`src/rtl/alu_seq_if.sv`:
```
// Request/response bundle for the sequential ALU: operands and opcode in,
// registered result, flags and status out.
interface alu_seq_if #(
  parameter int N = 19
);
  logic         start;
  logic [N-1:0] A;
  logic [N-1:0] B;
  logic [2:0]   ALUControl;
  logic [N-1:0] Result;
  logic [2:0]   ALUFlags;
  logic         dz;
  logic         err;
  logic         busy;
  logic         done;

  modport master (
    output start, A, B, ALUControl,
    input  Result, ALUFlags, dz, err, busy, done
  );

  modport slave (
    input  start, A, B, ALUControl,
    output Result, ALUFlags, dz, err, busy, done
  );
endinterface

```
`src/rtl/alu_seq.sv`:
```
// Sequential ALU: ADD/SUB/MUL/SHL/SHR/illegal complete in one cycle, while
// unsigned DIV/MOD run an N-step restoring shift-subtract divider.
module alu_seq #(
  parameter int N  = 19,
  parameter int CW = $clog2(N+1)
) (
  input logic      clk,
  input logic      rst_n,
  alu_seq_if.slave bus
);

  localparam logic [0:0] IDLE = 1'b0;
  localparam logic [0:0] ITER = 1'b1;

  localparam logic [2:0] OP_ADD = 3'b000;
  localparam logic [2:0] OP_SUB = 3'b001;
  localparam logic [2:0] OP_MUL = 3'b010;
  localparam logic [2:0] OP_DIV = 3'b011;
  localparam logic [2:0] OP_MOD = 3'b100;
  localparam logic [2:0] OP_SHL = 3'b101;
  localparam logic [2:0] OP_SHR = 3'b110;
  localparam logic [2:0] OP_ILL = 3'b111;

  localparam logic [N-1:0] WIDTH_VAL = N'(N);

  typedef struct packed {
    logic [N-1:0] rem;
    logic [N-1:0] quo;
  } div_t;

  // One restoring step: shift the next dividend bit into the remainder and
  // keep the subtraction only when it does not borrow.
  function automatic div_t div_step(input div_t cur, input logic [N-1:0] dvs);
    div_t       nxt;
    logic [N:0] sh;
    logic [N:0] trial;
    sh      = {cur.rem, cur.quo[N-1]};
    trial   = sh - {1'b0, dvs};
    nxt.quo = {cur.quo[N-2:0], ~trial[N]};
    nxt.rem = trial[N] ? sh[N-1:0] : trial[N-1:0];
    return nxt;
  endfunction

  function automatic logic [2:0] flags_of(input logic [N-1:0] r, input logic v);
    return {r == '0, v, r[N-1]};
  endfunction

  logic [0:0]    state;
  logic [CW-1:0] cnt;
  div_t          div_q;
  logic [N-1:0]  a_q;
  logic [N-1:0]  dvs_q;
  logic [2:0]    op_q;
  logic [N-1:0]  result_q;
  logic [2:0]    flags_q;
  logic          dz_q;
  logic          err_q;
  logic          busy_q;
  logic          done_q;

  logic [2*N-1:0] prod;
  logic [N-1:0]   res_c;
  logic           v_c;
  logic           err_c;
  logic [2:0]     flags_c;
  logic           is_iter_op;
  div_t           st_first;
  div_t           st_iter;
  logic           dvz;
  logic [N-1:0]   res_it;

  // NOTE: every combinational output gets a default first so no path through
  // the case statement can leave it unassigned and infer a latch.
  always_comb begin
    prod  = {{N{1'b0}}, bus.A} * {{N{1'b0}}, bus.B};
    res_c = '0;
    v_c   = 1'b0;
    err_c = 1'b0;
    case (bus.ALUControl)
      OP_ADD: begin
        res_c = bus.A + bus.B;
        v_c   = (bus.A[N-1] == bus.B[N-1]) && (res_c[N-1] != bus.A[N-1]);
      end
      OP_SUB: begin
        res_c = bus.A - bus.B;
        v_c   = (bus.A[N-1] != bus.B[N-1]) && (res_c[N-1] != bus.A[N-1]);
      end
      OP_MUL: begin
        res_c = prod[N-1:0];
        v_c   = |prod[2*N-1:N];
      end
      OP_SHL: res_c = (bus.B < WIDTH_VAL) ? bus.A << bus.B : '0;
      OP_SHR: res_c = (bus.B < WIDTH_VAL) ? bus.A >> bus.B : '0;
      OP_ILL: err_c = 1'b1;
      default: ;
    endcase
    flags_c    = err_c ? 3'b000 : flags_of(res_c, v_c);
    is_iter_op = (bus.ALUControl == OP_DIV) || (bus.ALUControl == OP_MOD);
  end

  // The acceptance edge performs the first divider step, so the remaining
  // N-1 steps finish exactly N cycles after the request was taken.
  always_comb begin
    st_first = div_step({{N{1'b0}}, bus.A}, bus.B);
    st_iter  = div_step(div_q, dvs_q);
    dvz      = (dvs_q == '0);
    if (op_q == OP_DIV) res_it = dvz ? '1 : st_iter.quo;
    else                res_it = dvz ? a_q : st_iter.rem;
  end

  // NOTE: sequential state uses non-blocking assignments so every register
  // samples pre-edge values regardless of statement order.
  always_ff @(posedge clk or negedge rst_n) begin
    if (!rst_n) begin
      state    <= IDLE;
      cnt      <= '0;
      div_q    <= '0;
      a_q      <= '0;
      dvs_q    <= '0;
      op_q     <= '0;
      result_q <= '0;
      flags_q  <= '0;
      dz_q     <= 1'b0;
      err_q    <= 1'b0;
      busy_q   <= 1'b0;
      done_q   <= 1'b0;
    end else begin
      done_q <= 1'b0;
      case (state)
        IDLE: begin
          if (bus.start) begin
            if (is_iter_op) begin
              state  <= ITER;
              busy_q <= 1'b1;
              a_q    <= bus.A;
              dvs_q  <= bus.B;
              op_q   <= bus.ALUControl;
              div_q  <= st_first;
              cnt    <= CW'(N - 1);
            end else begin
              result_q <= res_c;
              flags_q  <= flags_c;
              dz_q     <= 1'b0;
              err_q    <= err_c;
              done_q   <= 1'b1;
            end
          end
        end
        ITER: begin
          div_q <= st_iter;
          cnt   <= cnt - 1'b1;
          if (cnt == CW'(1)) begin
            state    <= IDLE;
            busy_q   <= 1'b0;
            result_q <= res_it;
            flags_q  <= flags_of(res_it, 1'b0);
            dz_q     <= dvz;
            err_q    <= 1'b0;
            done_q   <= 1'b1;
          end
        end
        default: state <= IDLE;
      endcase
    end
  end

  assign bus.Result   = result_q;
  assign bus.ALUFlags = flags_q;
  assign bus.dz       = dz_q;
  assign bus.err      = err_q;
  assign bus.busy     = busy_q;
  assign bus.done     = done_q;

endmodule

```
`src/flat_wrapper.sv`:
```
// flat-port wrapper written by rule: the top's interface ports become plain ports
module alu_seq_flat 
#(
  parameter int N  = 19,
  parameter int CW = $clog2(N+1)
)
  (clk, rst_n, bus_start, bus_A, bus_B, bus_ALUControl, bus_Result, bus_ALUFlags, bus_dz, bus_err, bus_busy, bus_done);
  alu_seq_if #(.N(N)) bus_i ();
  input logic clk;
  input logic rst_n;
  input wire logic [$bits(bus_i.start)-1:0] bus_start;
  input wire logic [$bits(bus_i.A)-1:0] bus_A;
  input wire logic [$bits(bus_i.B)-1:0] bus_B;
  input wire logic [$bits(bus_i.ALUControl)-1:0] bus_ALUControl;
  output wire logic [$bits(bus_i.Result)-1:0] bus_Result;
  output wire logic [$bits(bus_i.ALUFlags)-1:0] bus_ALUFlags;
  output wire logic [$bits(bus_i.dz)-1:0] bus_dz;
  output wire logic [$bits(bus_i.err)-1:0] bus_err;
  output wire logic [$bits(bus_i.busy)-1:0] bus_busy;
  output wire logic [$bits(bus_i.done)-1:0] bus_done;
  assign bus_i.start = bus_start;
  assign bus_i.A = bus_A;
  assign bus_i.B = bus_B;
  assign bus_i.ALUControl = bus_ALUControl;
  assign bus_Result = bus_i.Result;
  assign bus_ALUFlags = bus_i.ALUFlags;
  assign bus_dz = bus_i.dz;
  assign bus_err = bus_i.err;
  assign bus_busy = bus_i.busy;
  assign bus_done = bus_i.done;
  alu_seq #(.N(N), .CW(CW)) u_core (.clk(clk), .rst_n(rst_n), .bus(bus_i));
endmodule
```
`config.mk`:
```
export PLATFORM = sky130hd
export DESIGN_NAME = alu_seq_flat
export DESIGN_NICKNAME = d
export VERILOG_FILES = /design/src/rtl/alu_seq_if.sv /design/src/rtl/alu_seq.sv /design/src/flat_wrapper.sv
export SDC_FILE = /design/constraint.sdc
export NUM_CORES = 1
export LEC_CHECK = 0
export CAP_MARGIN = 20
export CORE_MARGIN = 2
export CORE_UTILIZATION = 43
export CTS_BUF_LIST = sky130_fd_sc_hd__clkbuf_4
export CTS_CLUSTER_SIZE = 24
export DETAILED_ROUTE_END_ITERATION = 7
export PLACE_DENSITY_LB_ADDON = 0.12
export SETUP_SLACK_MARGIN = 0.05
export SYNTH_ARGS = -nofsm -noshare
export SYNTH_HDL_FRONTEND = slang
export SYNTH_SLANG_ARGS = --single-unit
export TNS_END_PERCENT = 20
```
`constraint.sdc`:
```
create_clock -name clk -period 4.9 [get_ports clk]
set_input_delay 0.98 -clock clk [delete_from_list [all_inputs] [get_ports clk]]
set_output_delay 0.98 -clock clk [all_outputs]
set_load 0.05 [all_outputs]
```
==> metrics.cfg <==
[synth]
synth.avg_cell_area_sq_um = 8.17
async_flop_share_pct = 100
synth_area_leaders = fa_1 26%, dfrtp_1 12%, ha_1 10%
synth_top_cell_by_area = fa_1
synth_cell_types = 81
synth-seq-cells = 111
yosysWarningCount = 0
synth_flop_cell = dfrtp_1
synth_top_area_share_pct = 25.8
syn_nets = 3285
syn_area_sq_um = 22600
ys_seq_area_share_pct = 12.3
syn_inst = 2766
synth_edf_count = 0

[floorplan]
die_y_um = 233
initial_core_util_pct = 43.3
design.portCount = 70
die_area_sq_um = 54400
coreArea_sq_um = 52200
fp-row-count = 84
die_w_um = 233

[route]
viasPerCell = 5.66
detail-route-antenna-nets = 0
first_iter_violations = 1723
dr.pass1.iters = 6
num_vias = 21958
wirelength_um = 88100
drc = 0
wl_per_cell_um = 22.7

[setup_path]
critPathLaunchType = primary input
worstPathRequired_ps = 5350
cp_num_buf_inv = 8
crit_family = adder cells
end_kind = flop
worstPathMaxFanout = 5
reg2reg_slack_ps = 630
r2r_start = u_core.div_q[26]
crit_slowest_cell = or4_4
arrival_ps = 7350
crit_type = primary input to flop
crit_top_cell = fa_1
max_stage_delay_ps = 580
r2r-end = u_core.bus.ALUFlags[2]
r2r_cells = 12

[sta]
worst_pin_slew_ps = 996
setup_tns_ps = -19920
finalSetupViolCount = 17
maxClockFrequency_mhz = 145
period_share_pct = 141
hold_viol = 0
relSlewSlack_pct = 33.6
clock_skew_ps = 44.5
slew_violations = 0
rsz0062_at_grt = yes
fin_ws_ps = -1990
finalCriticalPeriod_ps = 6890

[finish]
mostFrequentLayoutCells = 445 x buf_4, 395 x inv_1, 338 x nand2_1, 270 x fa_1, 162 x ha_1
final_nets = 3701
finalInstanceArea_sq_um = 28700
drive_above_1_share_pct = 23.3
stdcell_count = 3877
mostFrequentLayoutCell = buf_4
area_growth_pct = 27.0

[placement]
dpl.hpwl_um = 73000
gp_congestion = 0.988
place_inst = 3830
portBuffers = 69
place_area_sq_um = 27500

[global_routing]
grt_pass1_wl_um = 133000
grt_pass1_vias = 22228
grt_max_degree = 66
antenna_found_initial = 2
overflow = 0
grt_use_total_pct = 32.8

[min_path]
hold_depth = 1
min-delay-start = u_core.cnt[4]
hold_end = u_core.cnt[4]
hp-class = flop to flop

[cts]
cts_tree = built
cts.sinks = 111
clk_pin_slew_ps = 170
htreeDepth = 3
cts_root_buf = clkbuf_4
hold_buffers = 0
numCtsBuffers = 9
clk_latency_ps = 530
clk_path_buf_depth = 2

[flow_run]
drv_cap = 0

[status]
status = finished, violations left
violations = setup timing

Yosys cell counts, drive strengths merged (19+ instances only):
master  instances
a21o           25
and3           19
and2          173
xnor2          37
nor2          159
nor3           50
ha            184
inv           410
fa            291
o21ai         151
clkbuf        130
nand3          57
o211ai         30
mux2i          66
dfrtp         111
a21oi         124
nand2         344
buf            36
a211oi         26
layout make-up:
cell class,instances,area (sq um)
flip-flops and latches,111,2780
fillers,4967,23500
well taps,688,861
clock inverters,7,78.8
inverters,414,1550
multi-input cells,2075,18400
clock buffers,9,67.6
diodes,2,5.00
repair buffers,571,4900
registers in the layout (all words and copies together), names as in the netlist, 3 cells and up:
register             cells
u_core.a_q              19
u_core.bus.ALUFlags      3
u_core.dvs_q            19
u_core.op_q              3
u_core.cnt               5
u_core.div_q            38
u_core.bus.Result       19
layer usage:
metal | track usage [%] | vias to the layer above | part of all wire [%]
met4 | 12.4 | 0 | 4.6
met3 | 4.90 | 150 | 6.8
met5 | 0 | - | 0
met2 | 53.4 | 818 | 47
met1 | 44.0 | 11001 | 42
li1 | - | 9989 | -
metrics by stage:
stage / utilization (%) / hold WS (ps) / setup WS [ps]
global placement: 52.6 / 454 / -2860
detailed placement: 52.6 / 458 / -2960
global route: 54.9 / 519 / -2170
floorplan: - / 439 / -2350
finish: 54.9 / 502 / -1990
CTS: 53.9 / 497 / -2080
how the worst max path moves through the flow:
| stage | slack [ps] | from | cells after the start | endpoint |
|---|---|---|---|---|
| 2_1_floorplan | -2350 | bus_B[2] | 31 | u_core.bus.ALUFlags[1] |
| 3_3_place_gp | -2860 | bus_B[3] | 25 | u_core.bus.ALUFlags[1] |
| 6_report | -1990 | bus_B[3] | 25 | u_core.bus.ALUFlags[2] |
| 4_1_cts | -2080 | bus_A[7] | 24 | u_core.bus.ALUFlags[1] |
| 3_5_place_dp | -2960 | bus_B[3] | 25 | u_core.bus.ALUFlags[1] |
| 5_1_grt | -2170 | bus_B[10] | 23 | u_core.bus.ALUFlags[1] |
cell families (layout without fill, tap and decap cells):
| logic type | after synthesis | count (layout) | synth area share, % |
|---|---|---|---|
| AO/OA/AOI/OAI | 531 | 531 | 15.3 |
| XOR/XNOR | 49 | 49 | 1.90 |
| adder cells (fa/ha/maj) | 475 | 475 | 36.0 |
| buffers and inverters | 580 | 1001 | 9.82 |
| flip-flops | 111 | 111 | 12.3 |
| multiplexers | 91 | 91 | 4.85 |
| other | 0 | 2 | 0 |
| AND/OR/NAND/NOR | 929 | 929 | 19.9 |
timing repair:
| item | 4_1_cts | 5_1_grt |
|---|---|---|
| pin swaps | 41 | 90 |
| resized for setup | 125 | 137 |
| hold endpoints to repair | 0 | 0 |
| setup buffers | 13 | 15 |
| setup endpoints to repair | 18 | 18 |
| cloned | 0 | 1 |
Power is not shown: default switching activity piles up to over one toggle a cycle in this logic, so the estimate is an artifact.
